**src/rtl/eight_bit_serial_subtractor.sv**
```systemverilog
// ---------------------------------------------------------------------------
// eight_bit_serial_subtractor
//
// Bit-serial subtractor computing diff = (a - b - bin) mod 2^WIDTH and the
// borrow-out, one bit per clock, LSB first. A request is accepted in IDLE,
// WIDTH clocks are spent in SHIFT, then a single DONE cycle presents the
// result with a one-cycle done pulse before returning to IDLE.
//
// Ports
//   clk    in   single clock, all state updates on its rising edge
//   rst_n  in   synchronous active-low reset
//   start  in   begin a subtraction (only looked at in IDLE)
//   a      in   minuend, captured on the accepting edge
//   b      in   subtrahend, captured on the accepting edge
//   bin    in   borrow-in, captured on the accepting edge
//   busy   out  high while bits are being processed (SHIFT)
//   done   out  one-cycle pulse while the result is fresh (DONE)
//   diff   out  result, held until the next completed operation
//   bout   out  borrow-out, 1 iff a < b + bin (unsigned)
// ---------------------------------------------------------------------------
module eight_bit_serial_subtractor #(
  parameter int WIDTH = 8
) (
  input  logic             clk,
  input  logic             rst_n,
  input  logic             start,
  input  logic [WIDTH-1:0] a,
  input  logic [WIDTH-1:0] b,
  input  logic             bin,
  output logic             busy,
  output logic             done,
  output logic [WIDTH-1:0] diff,
  output logic             bout
);

  localparam int CW = (WIDTH > 1) ? $clog2(WIDTH) : 1;
  localparam logic [CW-1:0] LAST_BIT = CW'(WIDTH - 1);

  typedef enum logic [1:0] {
    IDLE,
    SHIFT,
    DONE
  } state_t;

  state_t state;
  state_t state_next;

  logic [WIDTH-1:0] a_q;
  logic [WIDTH-1:0] b_q;
  logic [WIDTH-1:0] acc;
  logic [WIDTH-1:0] acc_next;
  logic [CW-1:0]    cnt;
  logic             brw;
  logic             brw_next;
  logic             d_bit;
  logic             a_bit;
  logic             b_bit;
  logic             last_bit;

  // One full-subtractor cell applied to the bit selected by the counter.
  // The captured operands are indexed rather than shifted so the latched
  // copies stay intact for the whole operation. acc_next is the result
  // vector with the current bit already merged in, which lets the final
  // edge publish the complete difference in the same clock it is formed.
  always_comb begin
    a_bit    = a_q[cnt];
    b_bit    = b_q[cnt];
    d_bit    = a_bit ^ b_bit ^ brw;
    brw_next = (~a_bit & b_bit) | (~(a_bit ^ b_bit) & brw);
    acc_next = acc;
    acc_next[cnt] = d_bit;
    last_bit = (cnt == LAST_BIT);
  end

  // State register.
  always_ff @(posedge clk) begin
    if (!rst_n) begin
      state <= IDLE;
    end else begin
      state <= state_next;
    end
  end

  // Next-state and status outputs. busy and done decode directly from the
  // state so they can never disagree with where the FSM actually is.
  always_comb begin
    state_next = state;
    busy       = 1'b0;
    done       = 1'b0;
    case (state)
      IDLE: begin
        if (start) begin
          state_next = SHIFT;
        end
      end
      SHIFT: begin
        busy = 1'b1;
        if (last_bit) begin
          state_next = DONE;
        end
      end
      DONE: begin
        done       = 1'b1;
        state_next = IDLE;
      end
      default: begin
        state_next = IDLE;
      end
    endcase
  end

  // Datapath. Operands are latched on acceptance so later input changes
  // cannot disturb a running operation. diff/bout are only written on the
  // edge that enters DONE; a reset mid-operation clears them and the
  // partial result in acc is simply abandoned.
  always_ff @(posedge clk) begin
    if (!rst_n) begin
      a_q  <= '0;
      b_q  <= '0;
      acc  <= '0;
      cnt  <= '0;
      brw  <= 1'b0;
      diff <= '0;
      bout <= 1'b0;
    end else begin
      case (state)
        IDLE: begin
          if (start) begin
            a_q <= a;
            b_q <= b;
            brw <= bin;
            acc <= '0;
            cnt <= '0;
          end
        end
        SHIFT: begin
          acc <= acc_next;
          brw <= brw_next;
          if (last_bit) begin
            diff <= acc_next;
            bout <= brw_next;
          end else begin
            cnt <= cnt + 1'b1;
          end
        end
        default: begin
        end
      endcase
    end
  end

endmodule

```
**config.mk**
```make
export PLATFORM = sky130hd
export DESIGN_NAME = eight_bit_serial_subtractor
export DESIGN_NICKNAME = d
export VERILOG_FILES = /design/src/rtl/eight_bit_serial_subtractor.sv
export SDC_FILE = /design/constraint.sdc
export NUM_CORES = 1
export LEC_CHECK = 0
export BUFFER_PORTS_ARGS = -buffer_cell sky130_fd_sc_hd__buf_2
export CORE_MARGIN = 1
export CORE_UTILIZATION = 50
export CTS_CLUSTER_DIAMETER = 40
export DETAILED_ROUTE_END_ITERATION = 6
export GPL_ROUTABILITY_DRIVEN = 0
export GPL_TIMING_DRIVEN = 0
export PLACE_DENSITY = 0.79
export SYNTH_ARGS = -nofsm -noshare
export SYNTH_HDL_FRONTEND = slang
export SYNTH_SLANG_ARGS = --single-unit
export TNS_END_PERCENT = 30
```
**constraint.sdc**
```tcl
create_clock -name clk -period 2.2 [get_ports clk]
set_input_delay 0.33 -clock clk [delete_from_list [all_inputs] [get_ports clk]]
set_output_delay 0.33 -clock clk [all_outputs]
set_load 0.1 [all_outputs]
```
==> flow_summary_export.csv, run 1 <==
group,metric,value,unit
sta,slew-limit-headroom,60.1,%
worst_setup_path,r2r-end,"diff[1]",
layout,area_growth,19.4,%
worst_setup_path,critPathSlowestCell,"mux4_2",
yosys,synth_edf_count,0,
yosys,netlist-cell-type-count,36,
floorplan,dieWidth,62.6,um
clock_network,cts_buffers,5,
yosys,syn_area_per_cell,8.92,sq um
worst_setup_path,cp_num_buf_inv,2,
layout,final_cells,290,
global_route,antenna_found_initial,0,
worst_setup_path,critPathMaxFanout,9,
power,clkPwrFrac,32.7,%
yosys,syn_nets,229,
clock_network,clock_latency,360,ps
power,p_leak,0.939,nW
sta,worst_slew_pin_slew,597,ps
global_route,gr-total-overflow,0,
global_route,grt_max_degree,13,
sta,period_share,99.5,%
worst_setup_path,critical-path-top-delay-family,"multiplexers",
worst_setup_path,critical_path_required,2450,ps
clock_network,htreeDepth,2,
power,seq_power_share,51.9,%
layout,nets,267,
worst_hold_path,hp-class,"input port to flop",
worst_setup_path,worstPathArrival,2440,ps
power,ir_worst_vdd,0.358,mV
sta,rsz0062_at_grt,"yes",
power,power_frac_comb,15.4,%
yosys,synth_area,1840,sq um
floorplan,core_area,3420,sq um
drt,drtIter0Drc,92,
sta,fmax,457,MHz
power,p_per_area,655,nW/um^2
drt,ant_nets,0,
sta,finClkSkew,6.75,ps
sta,drv_slew,0,
floorplan,rows,21,
floorplan,ioPinCount,31,
placed_design,dpl.hpwl,2580,um
drt,wl,3900,um
run_status,outcome,"finished, final reports clean",
power,switching_share,26.0,%
clock_network,cts_root_buffer,"clkbuf_4",
sta,fin_crit,2190,ps
yosys,yosys_warnings,0,
global_route,grt_pass1_vias,1466,
worst_setup_path,rrSetupSlack,10,ps
yosys,ys_async_sr_fraction,0,%
layout,layout_common_cells,"dfxtp_1 (36), buf_2 (35), nand2_1 (35), a21boi_0 (19), inv_1 (12)",
power,netSwitchingPower,0.374,mW
clock_network,tritoncts,"done",
clock_network,cts.path.max_buffers,2,
yosys,syn_inst,206,
global_route,grt_util_all_layers,21.6,%
job,drv_cap,0,
sta,tns,0,ps
yosys,ys_seq_area_share,42.5,%
layout,diodes,0,
placed_design,place_inst,282,
clock_network,postCtsHoldBufs,0,
worst_hold_path,min_from,"b[4]",
worst_setup_path,reg2reg_from,"cnt[1]",
placed_design,dpl_worst_slack,-424,ps
sta,hold_ws,207,ps
clock_network,clk_pin_slew,110,ps
sta,hold_viol,0,
drt,vias,1550,
sta,setup-violations-final,0,
floorplan,die_h,62.6,um
global_route,grt_pass1_wl,6670,um
floorplan,die-area,3920,sq um
drt,drc,0,
worst_setup_path,r2r_cells,7,
drt,dr.pass1.iters,4,
drt,wl_per_cell,13.4,um
worst_setup_path,worstSetupStartpointType,"flop",
worst_setup_path,slowest_delay,520,ps
worst_hold_path,hold_path_depth,3,
layout,layout-drive-gt1-share,27.0,%
placed_design,port_buffers,30,
sta,fin_ws,10.1,ps
layout,fillCellCount,304,
layout,final_common_cell,"dfxtp_1",
worst_setup_path,path_cells,"buf_6 > mux4_2 > mux2i_2 > fa_1 > buf_8 > mux2i_1 > a21oi_1",
worst_hold_path,worstHoldEndpoint,"b_q[4]",
worst_setup_path,worstSetupStartpoint,"cnt[1]",
drt,viasPerCell,5.34,
worst_setup_path,end_kind,"flop",
clock_network,clkSinkCount,39,
floorplan,start_util,53.8,%
power,p_int,1.06,mW
worst_setup_path,crit_type,"flop to flop",
yosys,synth_flop_cell,"dfxtp_1",
power,power,1.44,mW
yosys,ys_ff_latch,39,
[layout make-up]
type                    instances  area (sq um)  share of cell area [%]
plain buffers                  17           120                    5.47
flip-flops and latches         39           785                    35.7
well taps                      46          57.6                    2.62
inverters                      12          45.0                    2.05
clock inverters                 2          37.5                    1.71
clock buffers                   5          37.5                    1.71
repair buffers                 31           158                    7.18
multi-input cells             138           955                    43.5
[state kept, by name, summed over array words and instances, names as in the netlist]
name	count
acc	8
diff	8
state	2
cnt	3
a_q	8
brw	1
b_q	8
bout	1
[cells by family (layout without fill, tap and decap cells)]
group / count (synthesis) / after routing / synth area share (%)
AO/OA/AOI/OAI: 61 / 61 / 22.3
adder cells (fa/ha/maj): 3 / 3 / 2.45
buffers and inverters: 29 / 67 / 7.22
flip-flops: 39 / 39 / 42.5
multiplexers: 13 / 13 / 8.44
AND/OR/NAND/NOR: 61 / 61 / 17.1
[what timing repair did]
| action | 4_1_cts | 5_1_grt |
|---|---|---|
| resized for setup | 13 | 6 |
| pin swaps | 1 | 5 |
| endpoints found under the setup margin | 17 | 16 |
| buffers inserted | 0 | 1 |
[per-layer routing]
metal  vias up  GRT usage [%]  share of wire, %
li1        795              -                 -
met1       715           28.3                49
met2        33           33.3                45
met3         7           6.39               4.5
met4         0           8.14               1.6
met5         -              0                 0
[worst reg2reg max path: cells and delay by family (launching register included)]
kind	cells	cell delay, ps
adders and majority gates	1	480
muxes	3	870
AOI/OAI and AO/OA	1	90
DFF	1	350
buffers and inverters	2	290
[synth_stat cells, types with 2 or more instances]
master	instances	share of area, %
nand2_1	36	7.4
a22oi_1	8	3.3
or3b_2	3	1.4
ha_1	2	1.4
buf_6	2	1.2
mux4_2	2	2.5
o22ai_1	9	3.1
clkbuf_1	7	1.4
o21ai_0	9	2.5
buf_2	7	1.9
nand3b_1	4	1.6
nor2_1	3	0.61
nand3_1	4	1.1
mux2i_1	11	6.0
a21boi_0	19	7.8
and3b_1	3	1.4
dfxtp_1	39	42
o211ai_1	2	0.82
inv_1	12	2.5
a21oi_1	8	2.2
[per-stage QoR]
stage / area (sq um) / utilization (%)
final: 2190 / 64.2
after detailed placement: 2050 / 60.0
after CTS: 2170 / 63.4
after floorplan: 1840 / -
after global placement: 2050 / 60.0
after global routing: 2190 / 64.2
[power groups by stage]
stage | clock (mW) | combinational (mW) | sequential (mW)
final | 0.470 | 0.221 | 0.745
after global routing | 0.523 | 0.243 | 0.750
after CTS | 0.481 | 0.211 | 0.745
after detailed placement | 0 | 0.195 | 0.761
after global placement | 0 | 0.190 | 0.761
after floorplan | 0 | 0.143 | 0.757
[worst max-delay path by stage]
stage,to,slack [ps],depth (start not counted)
4_1_cts,diff[1],2,7
5_1_grt,acc[3],-100,9
2_1_floorplan,brw,5,4
3_3_place_gp,acc[2],-360,8
3_5_place_dp,acc[3],-420,8
6_report,diff[1],10,7
No activity file was read; power rests on OpenSTA's default activity.
==> run 2: changes to the inputs <==
--- a/config.mk
+++ b/config.mk
@@ -13,6 +13,7 @@
 export GPL_ROUTABILITY_DRIVEN = 0
 export GPL_TIMING_DRIVEN = 0
 export PLACE_DENSITY = 0.79
+export RECOVER_POWER = 100
 export SYNTH_ARGS = -nofsm -noshare
 export SYNTH_HDL_FRONTEND = slang
 export SYNTH_SLANG_ARGS = --single-unit
==> run 2 against run 1 <==
Against the previous run:
- utilization decreased by 0.51 points
- clock skew about the same
- combinational power about the same
- total power about the same
- clock-buffer cell count is the same
- first-iteration DRC count fell by 16%
- largest cell class unchanged
- critical path type unchanged
==> flow_summary_export.csv, run 2 (synthesized netlist as in run 1, its figures left out) <==
group,metric,value,unit
run_status,outcome,"finished, final reports clean",
drt,dr.pass1.iters,4,
global_route,gr-total-overflow,0,
drt,drc,0,
floorplan,die-area,3920,sq um
layout,layout-drive-gt1-share,22.5,%
sta,drv_slew,0,
sta,finClkSkew,6.71,ps
drt,wl,3890,um
drt,vias,1549,
worst_hold_path,hold_path_depth,3,
layout,fillCellCount,311,
worst_setup_path,critPathMaxFanout,9,
sta,tns,0,ps
worst_setup_path,critical_path_required,2450,ps
sta,fin_crit,2190,ps
sta,fmax,457,MHz
power,p_leak,0.890,nW
clock_network,htreeDepth,2,
drt,ant_nets,0,
sta,slew-limit-headroom,21.5,%
global_route,grt_pass1_wl,6670,um
sta,worst_slew_pin_slew,1180,ps
layout,diodes,0,
worst_setup_path,worstPathArrival,2440,ps
layout,regArea,785,sq um
worst_setup_path,r2r_cells,7,
worst_setup_path,rrSetupSlack,10,ps
global_route,grt_pass1_vias,1466,
placed_design,placed_area,2050,sq um
floorplan,ioPinCount,31,
clock_network,tritoncts,"done",
floorplan,die_h,62.6,um
worst_setup_path,critPathSlowestCell,"mux4_2",
drt,drtIter0Drc,77,
clock_network,clkSinkCount,39,
drt,viasPerCell,5.34,
sta,fin_ws,11.6,ps
worst_setup_path,crit_type,"flop to flop",
floorplan,start_util,53.8,%
layout,final_common_cell,"dfxtp_1",
clock_network,cts_root_buffer,"clkbuf_4",
worst_setup_path,worstSetupStartpointType,"flop",
placed_design,dpl_worst_slack,-424,ps
worst_setup_path,end_kind,"flop",
global_route,antenna_found_initial,0,
sta,period_share,99.5,%
floorplan,dieWidth,62.6,um
worst_setup_path,reg2reg_from,"cnt[1]",
power,p_per_area,660,nW/um^2
layout,layout_common_cells,"dfxtp_1 (36), nand2_1 (35), buf_2 (22), a21boi_0 (19), clkbuf_1 (15)",
sta,rsz0062_at_grt,"yes",
worst_setup_path,r2r-end,"diff[1]",
layout,fin_util,63.7,%
clock_network,cts_buffers,5,
global_route,grt_max_degree,13,
layout,nets,267,
clock_network,cts.path.max_buffers,2,
job,drv_cap,0,
worst_setup_path,path_cells,"buf_6 > mux4_2 > mux2i_2 > fa_1 > buf_8 > mux2i_1 > a21oi_1",
floorplan,core_area,3420,sq um
worst_hold_path,hp-class,"input port to flop",
layout,fin_area,2180,sq um
layout,area_growth,18.4,%
drt,wl_per_cell,13.4,um
sta,hold_viol,0,
placed_design,port_buffers,30,
clock_network,clock_latency,360,ps
placed_design,dpl.hpwl,2580,um
clock_network,postCtsHoldBufs,0,
floorplan,rows,21,
sta,setup-violations-final,0,
clock_network,clk_pin_slew,110,ps
layout,multi_input_area,950,sq um
worst_hold_path,worstHoldEndpoint,"b_q[4]",
worst_hold_path,min_from,"b[4]",
global_route,grt_util_all_layers,21.6,%
worst_setup_path,slowest_delay,520,ps
power,ir_worst_vdd,0.359,mV
==> run 2: cell count changes in the layout (fill, tap and decap cells not counted) <==
cell	change
buf_2	-13
clkbuf_1	+10
clkbuf_2	+3
nor3b_1	+1
nor3b_2	-1
==> run 2: report_power, final <==
| group | total (mW) | internal, mW | switching (mW) |
|---|---|---|---|
| Combinational | 0.221 | 0.0981 | 0.123 |
| Sequential | 0.746 | 0.731 | 0.0142 |
| Clock | 0.471 | 0.233 | 0.238 |
==> run 2: stage by stage <==
stage,power (mW),hold slack [ps],cells
after detailed placement,0.956,443,282
after CTS,1.44,197,289
after global placement,0.951,441,282
final,1.44,206,290
after global routing,1.51,184,290
after floorplan,0.900,429,206
==> run 2: final cells by class <==
cell class,count,share of cell area (%)
clock buffer,5,1.72
timing repair buffer,31,6.72
multi-input combinational,138,43.6
buffer,17,5.46
clock inverter,2,1.72
sequential,39,36.0
inverter,12,2.07
tap,46,2.64
==> run 2: worst max path at each step <==
stage,depth (start not counted),start,end
CTS,7,cnt[1],diff[1]
global route,9,cnt[1],acc[3]
floorplan,4,state[0],brw
detailed placement,8,cnt[2],acc[3]
finish,7,cnt[1],diff[1]
global placement,8,cnt[2],acc[2]
==> run 2: timing repair <==
| action | in CTS | in global routing |
|---|---|---|
| buffers inserted | 0 | 1 |
| resized for setup | 13 | 6 |
| setup endpoints to repair | 17 | 16 |
| pin swaps | 1 | 5 |
==> run 2: critical path, delay by kind of cell (launching register included) <==
kind	cells	cell delay (ps)
multiplexers	3	870
flip-flops	1	350
adder cells (fa/ha/maj)	1	470
AO/OA/AOI/OAI	1	90
buffers and inverters	2	290
==> run 2: routing by layer <==
layer / track usage [%] / up-vias / share of wire [%]
li1: - / 794 / -
met1: 28.3 / 712 / 48
met2: 33.3 / 36 / 46
met3: 6.39 / 7 / 4.6
met4: 8.14 / 0 / 1.6
met5: 0 / - / 0
==> run 3: changes to the inputs <==
--- a/config.mk
+++ b/config.mk
@@ -5,6 +5,7 @@
 export SDC_FILE = /design/constraint.sdc
 export NUM_CORES = 1
 export LEC_CHECK = 0
+export ABC_AREA = 1
 export BUFFER_PORTS_ARGS = -buffer_cell sky130_fd_sc_hd__buf_2
 export CORE_MARGIN = 1
 export CORE_UTILIZATION = 50
@@ -12,7 +13,7 @@
 export DETAILED_ROUTE_END_ITERATION = 6
 export GPL_ROUTABILITY_DRIVEN = 0
 export GPL_TIMING_DRIVEN = 0
-export PLACE_DENSITY = 0.79
+export PLACE_DENSITY = 0.75
 export RECOVER_POWER = 100
 export SYNTH_ARGS = -nofsm -noshare
 export SYNTH_HDL_FRONTEND = slang
==> run 3 against run 2 <==
Against the previous run:
- clock skew is essentially flat
- synthesized cell count grew 33%
- non-clock buffer count shrank 2
- sequential power grew 2%
- design area grew 3.4%
- worst hold slack gained 52 ps
- sequential share of layout area shrank 1.2 points
- largest power group unchanged
==> flow_summary_export.csv, run 3 <==
group,metric,value,unit
power,netSwitchingPower,0.421,mW
sta,fin_ws,92.1,ps
global_route,grt_pass1_vias,1668,
worst_setup_path,end_kind,"flop",
drt,drc,0,
global_route,grt_pass1_wl,7130,um
sta,rsz0062_at_grt,"yes",
clock_network,htreeDepth,2,
layout,fin_util,64.9,%
clock_network,clkSinkCount,39,
sta,fmax,474,MHz
worst_setup_path,worstSetupStartpointType,"flop",
drt,wl,3950,um
worst_setup_path,slowest_delay,610,ps
layout,diodes,0,
drt,drtIter0Drc,99,
placed_design,dpl_worst_slack,-150,ps
layout,nets,339,
sta,fin_crit,2110,ps
sta,finClkSkew,7.12,ps
worst_setup_path,crit_type,"flop to flop",
sta,setup-violations-final,0,
sta,hold_ws,258,ps
yosys,synth_top_cell_by_area,"dfxtp_1",
yosys,syn_nets,297,
floorplan,die_h,63.4,um
yosys,syn_inst,274,
yosys,synth_flop_cell,"dfxtp_1",
power,p_per_area,685,nW/um^2
floorplan,die-area,4020,sq um
placed_design,placed_area,2090,sq um
global_route,grt_util_all_layers,22.8,%
worst_setup_path,critical_path_required,2420,ps
yosys,yosys-top-cells-count,"nand2_1 (76), nor2_1 (41), dfxtp_1 (39)",
placed_design,port_buffers,29,
clock_network,postCtsHoldBufs,0,
sta,tns,0,ps
layout,area_growth,19.5,%
yosys,syn_area_per_cell,6.87,sq um
yosys,ys_ff_latch,39,
yosys,yosys_warnings,0,
sta,drv_slew,0,
worst_setup_path,critPathMaxFanout,8,
sta,hold_viol,0,
layout,final_common_cell,"nand2_1",
sta,period_share,95.8,%
clock_network,clk_pin_slew,70,ps
power,power_frac_comb,17.0,%
yosys,synthMostInstantiatedCell,"nand2_1",
power,seq_power_share,49.2,%
run_status,outcome,"finished, final reports clean",
layout,layout_common_cells,"nand2_1 (77), nor2_1 (42), dfxtp_1 (37), buf_2 (33), inv_1 (26)",
drt,dr.pass1.iters,4,
clock_network,tritoncts,"done",
drt,vias,1809,
yosys,ys_async_sr_fraction,0,%
global_route,gr-total-overflow,0,
yosys,netlist-cell-type-count,24,
yosys,synth_area_leaders,"dfxtp_1 (41%), nand2_1 (15%), nor2_1 (8.2%)",
clock_network,cts.path.max_buffers,2,
yosys,ys_seq_area_share,41.5,%
clock_network,cts_buffers,5,
power,p_leak,1.09,nW
sta,slew-limit-headroom,62.4,%
placed_design,dpl.hpwl,2790,um
drt,wl_per_cell,10.9,um
sta,worst_slew_pin_slew,562,ps
worst_setup_path,worstPathArrival,2330,ps
clock_network,clock_latency,290,ps
drt,viasPerCell,4.98,
layout,layout-drive-gt1-share,19.2,%
floorplan,ioPinCount,31,
yosys,synth_edf_count,0,
global_route,grt_max_degree,12,
floorplan,dieWidth,63.4,um
yosys,yosysTopAreaCellShare,41.5,%
power,switching_share,27.3,%
floorplan,rows,21,
worst_setup_path,path_cells,"buf_6 > inv_8 > buf_8 > nand2_1 > a21oi_1 > o21ai_1 > nand2_1 > fa_2 > clkinv_2 > nand4_1 > nand3_1 > a21oi_2",
job,drv_cap,0,
power,ir_worst_vdd,0.459,mV
power,p_int,1.12,mW
worst_setup_path,crit_top_cell,"nand2_1",
global_route,antenna_found_initial,0,
worst_hold_path,hp-class,"input port to flop",
yosys,synth_area,1880,sq um
clock_network,cts_root_buffer,"clkbuf_8",
floorplan,start_util,54.3,%
layout,fin_area,2250,sq um
floorplan,core_area,3470,sq um
worst_setup_path,critPathSlowestCell,"fa_2",
power,clkPwrFrac,33.9,%
drt,ant_nets,0,
[run 3: per-layer routing]
layer	part of all wire, %	GRT usage (%)	routed length [um]	vias to the layer above
met2	45	34.8	1760	40
met3	5.0	6.34	196	6
met1	49	29.8	1930	811
li1	-	-	-	952
met5	0	0	0	-
met4	1.6	9.66	62	0
[run 3: cells by family after synthesis]
family                     count (synthesis)  share of synthesized area (%)
and+or+nand+nor                          144                           32.4
AOI/OAI and AO/OA                         47                           13.6
buffers and inverters                     41                           10.2
adders and majority gates                  3                           2.39
DFF                                       39                           41.5
[run 3: final cells by class]
class / instances / area, sq um
Buffer: 12 / 87.6
Clock buffer: 8 / 100
Fill cell: 338 / 1220
Inverter: 29 / 124
Multi-Input combinational cell: 194 / 911
Sequential cell: 39 / 783
Tap cell: 46 / 57.6
Timing Repair Buffer: 34 / 183
Timing Repair inverter: 1 / 5.00
[run 3: worst max-delay path: cells and delay by family, from the launching register on]
kind,cells,cell delay (ps)
flip-flops,1,340
buffers and inverters,4,400
AO/OA/AOI/OAI,3,340
adder cells (fa/ha/maj),1,610
AND/OR/NAND/NOR,4,360
[run 3: final timing paths]
kind	end	depth (start not counted)	startpoint	slack (ps)
setup / recovery	acc[3]	12	cnt[0]	90
hold reg to reg	acc[5]	2	acc[5]	470
setup reg to reg	acc[3]	12	cnt[0]	90
hold / removal	a_q[6]	3	a[6]	260
[run 3: through the flow]
stage / power [mW] / cells
3_5_place_dp: 0.998 / 349
5_1_grt: 1.62 / 363
6_report: 1.54 / 363
2_1_floorplan: 0.935 / 274
4_1_cts: 1.54 / 360
3_3_place_gp: 0.993 / 349
[run 3: repair_timing]
action / 4_1_cts / 5_1_grt
pin swaps: 2 / 6
resized for setup: 5 / 13
setup endpoints to repair: 16 / 16
gates cloned: 1 / 0
buffers inserted: 2 / 3
endpoints found under the hold margin: 0 / 0
[run 3: power by group through the flow]
stage          clock [mW]  combinational (mW)  sequential (mW)
5_1_grt             0.567               0.294            0.762
3_5_place_dp            0               0.223            0.774
3_3_place_gp            0               0.219            0.774
2_1_floorplan           0               0.166            0.769
4_1_cts             0.536               0.245            0.758
6_report            0.522               0.262            0.758
